`config.mk`:
```
export PLATFORM = sky130hd
export DESIGN_NAME = pc_seg7_scan
export DESIGN_NICKNAME = d
export VERILOG_FILES = /design/src/rtl/pc_seg7_scan_pkg.sv /design/src/rtl/pc_seg7_scan_hex_decode.sv /design/src/rtl/pc_seg7_scan.sv
export SDC_FILE = /design/constraint.sdc
export NUM_CORES = 1
export LEC_CHECK = 0
export CAP_MARGIN = 10
export CORE_MARGIN = 10
export CORE_UTILIZATION = 58
export DETAILED_ROUTE_END_ITERATION = 10
export PLACE_DENSITY_LB_ADDON = 0.15
export SLEW_MARGIN = 5
export SYNTH_ARGS = -nofsm -noshare
export SYNTH_HDL_FRONTEND = slang
export SYNTH_SLANG_ARGS = --single-unit
export TNS_END_PERCENT = 100
```
`constraint.sdc`:
```
create_clock -name clk -period 3.2 [get_ports clk]
set_input_delay 0.96 -clock clk [delete_from_list [all_inputs] [get_ports clk]]
set_output_delay 0.96 -clock clk [all_outputs]
set_load 0.05 [all_outputs]
```
`src/rtl/pc_seg7_scan_pkg.sv`:
```
// Shared constants for the 7-segment display blocks: digit count,
// segment bit positions and the hex glyph table (active-high, {g,f,e,d,c,b,a}).
package pc_seg7_scan_pkg;

  localparam int NUM_DIGITS = 4;

  // Bit position of each segment inside a 7-bit pattern.
  localparam int SEG_A = 0;
  localparam int SEG_B = 1;
  localparam int SEG_C = 2;
  localparam int SEG_D = 3;
  localparam int SEG_E = 4;
  localparam int SEG_F = 5;
  localparam int SEG_G = 6;

  // Glyphs for 0..F, lowercase b and d so they differ from 8 and 0.
  localparam logic [6:0] HEX_TABLE [16] = '{
    7'b0111111, 7'b0000110, 7'b1011011, 7'b1001111,
    7'b1100110, 7'b1101101, 7'b1111101, 7'b0000111,
    7'b1111111, 7'b1101111, 7'b1110111, 7'b1111100,
    7'b0111001, 7'b1011110, 7'b1111001, 7'b1110001
  };

endpackage

```
`src/rtl/pc_seg7_scan_hex_decode.sv`:
```
// Combinational nibble to 7-segment glyph, active-high, shared by display blocks.
module seg7_hex_decode
  import pc_seg7_scan_pkg::*;
(
  input  logic [3:0] nibble_i,
  output logic [6:0] seg_o
);

  // Plain table lookup; polarity is left to the caller.
  assign seg_o = HEX_TABLE[nibble_i];

endmodule

```
`src/rtl/pc_seg7_scan.sv`:
```
// Scans a 16-bit value onto a 4-digit multiplexed hex display. The value is
// captured once per frame so a digit never shows half-old, half-new data, and
// the digit-0 decimal point flashes for a while whenever the input changes.
module pc_seg7_scan
  import pc_seg7_scan_pkg::*;
#(
  parameter int REFRESH_DIV    = 50000,
  parameter bit SEG_ACTIVE_LOW = 1'b1,
  parameter bit AN_ACTIVE_LOW  = 1'b1,
  parameter bit BLANK_LZ       = 1'b0,
  parameter int ACT_HOLD       = 5000000
) (
  input  logic        clk,
  input  logic        rst,
  input  logic [15:0] value_i,
  output logic [3:0]  an_o,
  output logic [6:0]  seg_o,
  output logic        dp_o,
  output logic        frame_o
);

  localparam int CNT_W  = (REFRESH_DIV > 1) ? $clog2(REFRESH_DIV) : 1;
  localparam int HOLD_W = $clog2(ACT_HOLD + 1);

  localparam logic [CNT_W-1:0]  CNT_MAX  = CNT_W'(REFRESH_DIV - 1);
  localparam logic [HOLD_W-1:0] HOLD_MAX = HOLD_W'(ACT_HOLD);
  localparam logic [1:0]        IDX_LAST = 2'(NUM_DIGITS - 1);

  localparam logic [3:0] AN_OFF  = AN_ACTIVE_LOW  ? 4'hF  : 4'h0;
  localparam logic [6:0] SEG_OFF = SEG_ACTIVE_LOW ? 7'h7F : 7'h00;
  localparam logic       DP_OFF  = SEG_ACTIVE_LOW;

  logic [CNT_W-1:0]  cnt_q,   cnt_d;
  logic [1:0]        idx_q,   idx_d;
  logic [15:0]       snap_q,  snap_d;
  logic [15:0]       prev_q;
  logic [HOLD_W-1:0] hold_q,  hold_d;
  logic              first_q;
  logic [3:0]        an_q,    an_d;
  logic [6:0]        seg_q,   seg_d;
  logic              dp_q,    dp_d;
  logic              frame_q, frame_d;

  logic        tick;
  logic        load;
  logic        changed;
  logic        blankDigit;
  logic [15:0] dispVal;
  logic [3:0]  nibble;
  logic [3:0]  anOn;
  logic [6:0]  segRaw;
  logic [6:0]  segOn;
  logic        dpOn;

  seg7_hex_decode uDecode (
    .nibble_i (nibble),
    .seg_o    (segRaw)
  );

  // Next-state for prescaler, scan index, snapshot, activity timer and the
  // registered display outputs. Right after reset the snapshot register is
  // still empty, so the glyph comes straight from the value being captured.
  always_comb begin
    tick       = (cnt_q == CNT_MAX);
    cnt_d      = tick ? '0 : cnt_q + 1'b1;
    idx_d      = tick ? idx_q + 2'd1 : idx_q;
    load       = first_q | (tick & (idx_q == IDX_LAST));
    snap_d     = load ? value_i : snap_q;
    dispVal    = first_q ? value_i : snap_q;
    changed    = !first_q && (value_i != prev_q);
    hold_d     = hold_q;
    blankDigit = 1'b0;

    if (changed) begin
      hold_d = HOLD_MAX;
    end else if (hold_q != '0) begin
      hold_d = hold_q - 1'b1;
    end

    nibble = dispVal[{idx_q, 2'b00} +: 4];

    if (BLANK_LZ) begin
      case (idx_q)
        2'd1:    blankDigit = (dispVal[15:4]  == 12'h000);
        2'd2:    blankDigit = (dispVal[15:8]  == 8'h00);
        2'd3:    blankDigit = (dispVal[15:12] == 4'h0);
        default: blankDigit = 1'b0;
      endcase
    end

    segOn   = blankDigit ? 7'h00 : segRaw;
    anOn    = 4'b0001 << idx_q;
    dpOn    = (idx_q == 2'd0) && (hold_q != '0);
    seg_d   = SEG_ACTIVE_LOW ? ~segOn : segOn;
    an_d    = AN_ACTIVE_LOW  ? ~anOn  : anOn;
    dp_d    = SEG_ACTIVE_LOW ? ~dpOn  : dpOn;
    frame_d = load;
  end

  // State and output registers; reset drops everything back to a blank display.
  always_ff @(posedge clk) begin
    if (!rst) begin
      cnt_q   <= '0;
      idx_q   <= 2'd0;
      snap_q  <= 16'h0000;
      prev_q  <= 16'h0000;
      hold_q  <= '0;
      first_q <= 1'b1;
      an_q    <= AN_OFF;
      seg_q   <= SEG_OFF;
      dp_q    <= DP_OFF;
      frame_q <= 1'b0;
    end else begin
      cnt_q   <= cnt_d;
      idx_q   <= idx_d;
      snap_q  <= snap_d;
      prev_q  <= value_i;
      hold_q  <= hold_d;
      first_q <= 1'b0;
      an_q    <= an_d;
      seg_q   <= seg_d;
      dp_q    <= dp_d;
      frame_q <= frame_d;
    end
  end

  assign an_o    = an_q;
  assign seg_o   = seg_q;
  assign dp_o    = dp_q;
  assign frame_o = frame_q;

endmodule

```
==> results_dict.tcl <==
set metrics [dict create \
    relSlewSlack_pct 52.7 \
    period_needed_ns 2.77 \
    grt_max_degree 25 \
    die_y_um 103 \
    yosys_warnings 0 \
    crit_fanout 4 \
    min-delay-path-class "flop to flop" \
    antennaDiodeCount 0 \
    setup_violations 0 \
    num_vias 2994 \
    area_delta_synth_final_pct 17.8 \
    htree_levels 3 \
    die_w_um 103 \
    final_cell_mix "dfxtp_1, nor2_1, xor2_1" \
    portBuffers 30 \
    rsz0062_at_grt "false" \
    start_util_pct 59.3 \
    fin_nets 473 \
    post-route-period-util_pct 86.7 \
    layout_commonest_cell "dfxtp_1" \
    avgSynthCellArea_um2 9.89 \
    grt_pass1_wl_mm 14.1 \
    post_dp_cell_area_um2 4420 \
    ioPinCount 31 \
    ant_nets 0 \
    syn-cell-area_um2 3990 \
    dpl.cell_count 511 \
    startpoint_type "input pin" \
    status "complete, no violations" \
    setup_tns_ns 0 \
    cts_buffers 9 \
    routabilityCongestion 0.841 \
    dp_hpwl_mm 6.02 \
    worst_slew_pin_slew_ns 0.704 \
    required_ns 3.44 \
    arrival_ns 3.02 \
    clk_latency_ns 0.35 \
    core_area_um2 6720 \
    wl_per_cell_um 15.6 \
    finalMaxSlewViolations 0 \
    syn-num-nets 434 \
    synthFlopType "dfxtp_1" \
    async_reset_ff_share_pct 0 \
    finalHoldViolCount 0 \
    grt_usage_pct 16.7 \
    antenna_found_initial 0 \
    drtIter0Drc 148 \
    die_area_um2 10600 \
    stdcell_count 527 \
    first_pass_iters 4 \
    synth-seq-area-share_pct 43.7 \
    drt-vias-per-instance 5.68 \
    power_mw 2.58 \
    wirelength_mm 8.22 \
    syn-instance-count 403 \
    cts_tree "yes" \
    cts_resized 0 \
    clkSlewWorstSetupHoldPaths_ns 0.08 \
    drv_cap 0 \
    fmax_mhz 361 \
    drive_above_1_share_pct 11.4 \
    synth_edf_count 0 \
    gr-total-overflow 0 \
    max-vdd-ir-drop_v 0.000286 \
    design_area_um2 4690 \
    p_leak_nw 1.87 \
    synth_cell_types 57 \
    clockRootBuffer "clkbuf_8" \
    clk_path_buf_depth 2 \
    power.density_nw_per_um2 549 \
    hold_buffers 0 \
    num_rows 30 \
    drc_errors 0 \
    synth.ff_latch_count 87 \
    grt_pass1_vias 3009 \
    skew_ns 0.0121 \
    post_cts.repair.setup_buffers 0 \
    cp-end-kind "flop" \
    crit_type "input pin to flop" \
    cts.sinks 87 \
]
-- metrics by stage --
step                      worst slack [ns]  utilization [%]  hold WS (ns)
after floorplan                      0.543                -         0.413
after global placement               0.102             65.8         0.431
after detailed placement            0.0635             65.8         0.437
after CTS                            0.436             69.9         0.474
after global routing                 0.340             69.9         0.487
final                                0.426             69.9         0.473
-- power by group --
group | internal, mW | total (mW) | switching (mW)
clock | 0.621 | 1.00 | 0.382
sequential | 1.14 | 1.18 | 0.0397
combinational | 0.172 | 0.397 | 0.225
total | 1.93 | 2.58 | 0.646
-- metal layers --
layer | up-vias | routed length, µm | track usage, %
met5 | - | 0 | 0
met4 | 0 | 114 | 5.24
met3 | 10 | 228 | 4.62
met2 | 42 | 4170 | 29.0
met1 | 1442 | 3700 | 19.5
li1 | 1500 | - | -
-- state kept, by name, indices dropped and copies added, names as in the netlist --
register  flops
an_o          4
idx_q         2
prev_q       16
dp_o          1
first_q       1
seg_o         7
snap_q       16
hold_q       23
cnt_q        16
frame_o       1
-- final timing paths --
path	to	from	slack, ns	depth (start not counted)
worst max register to register	hold_q[22]$_SDFFE_PN0P_	hold_q[0]$_SDFFE_PP0P_	0.79	7
worst max-delay path	seg_o[3]$_SDFF_PN1_	value_i[13]	0.43	7
worst min-delay path	cnt_q[0]$_SDFF_PP0_	cnt_q[0]$_SDFF_PP0_	0.47	1
worst min register to register	cnt_q[0]$_SDFF_PP0_	cnt_q[0]$_SDFF_PP0_	0.47	1
-- critical path, stage by stage --
cell             delay [ns]
clkdlybuf4s50_1        0.50
mux4_2                 0.51
mux2i_1                0.18
inv_1                  0.12
ha_1                   0.24
mux2_2                 0.28
o31a_1                 0.23
-- cell families after synthesis --
group	Yosys count	synth area share, %
flip-flops	87	43.7
AND/OR/NAND/NOR	159	21.6
multiplexers	31	10.4
buffers and inverters	26	2.79
XOR/XNOR	41	9.01
adder cells (fa/ha/maj)	13	4.08
AO/OA/AOI/OAI	46	8.41
-- final cells by class --
type	count	area (µm²)
Clock buffer	11	141
Clock inverter	5	129
Fill cell	509	2020
Inverter	8	30.0
Multi-Input combinational cell	290	2130
Sequential cell	87	1740
Tap cell	80	100
Timing Repair Buffer	46	420
-- cell usage after synthesis, types with 3 or more instances --
cell type	n	share of area, %
a21oi_1	7	0.88
and2_1	17	2.7
and3_1	4	0.63
buf_2	5	0.63
clkbuf_1	11	1.0
dfxtp_1	87	44
ha_1	13	4.1
inv_1	7	0.66
mux2i_1	21	5.3
mux4_2	8	4.5
nand2_1	16	1.5
nand2b_1	5	0.78
nand3_1	12	1.5
nand4_1	6	0.94
nor2_1	59	5.6
nor3_1	3	0.38
nor4_1	10	1.6
o21a_1	6	1.1
o21ai_0	10	1.3
o31a_1	5	1.1
or3_1	5	0.78
or4_1	4	0.75
xnor2_1	10	2.2
xor2_1	31	6.8
No activity file was read; power rests on OpenSTA's default activity.
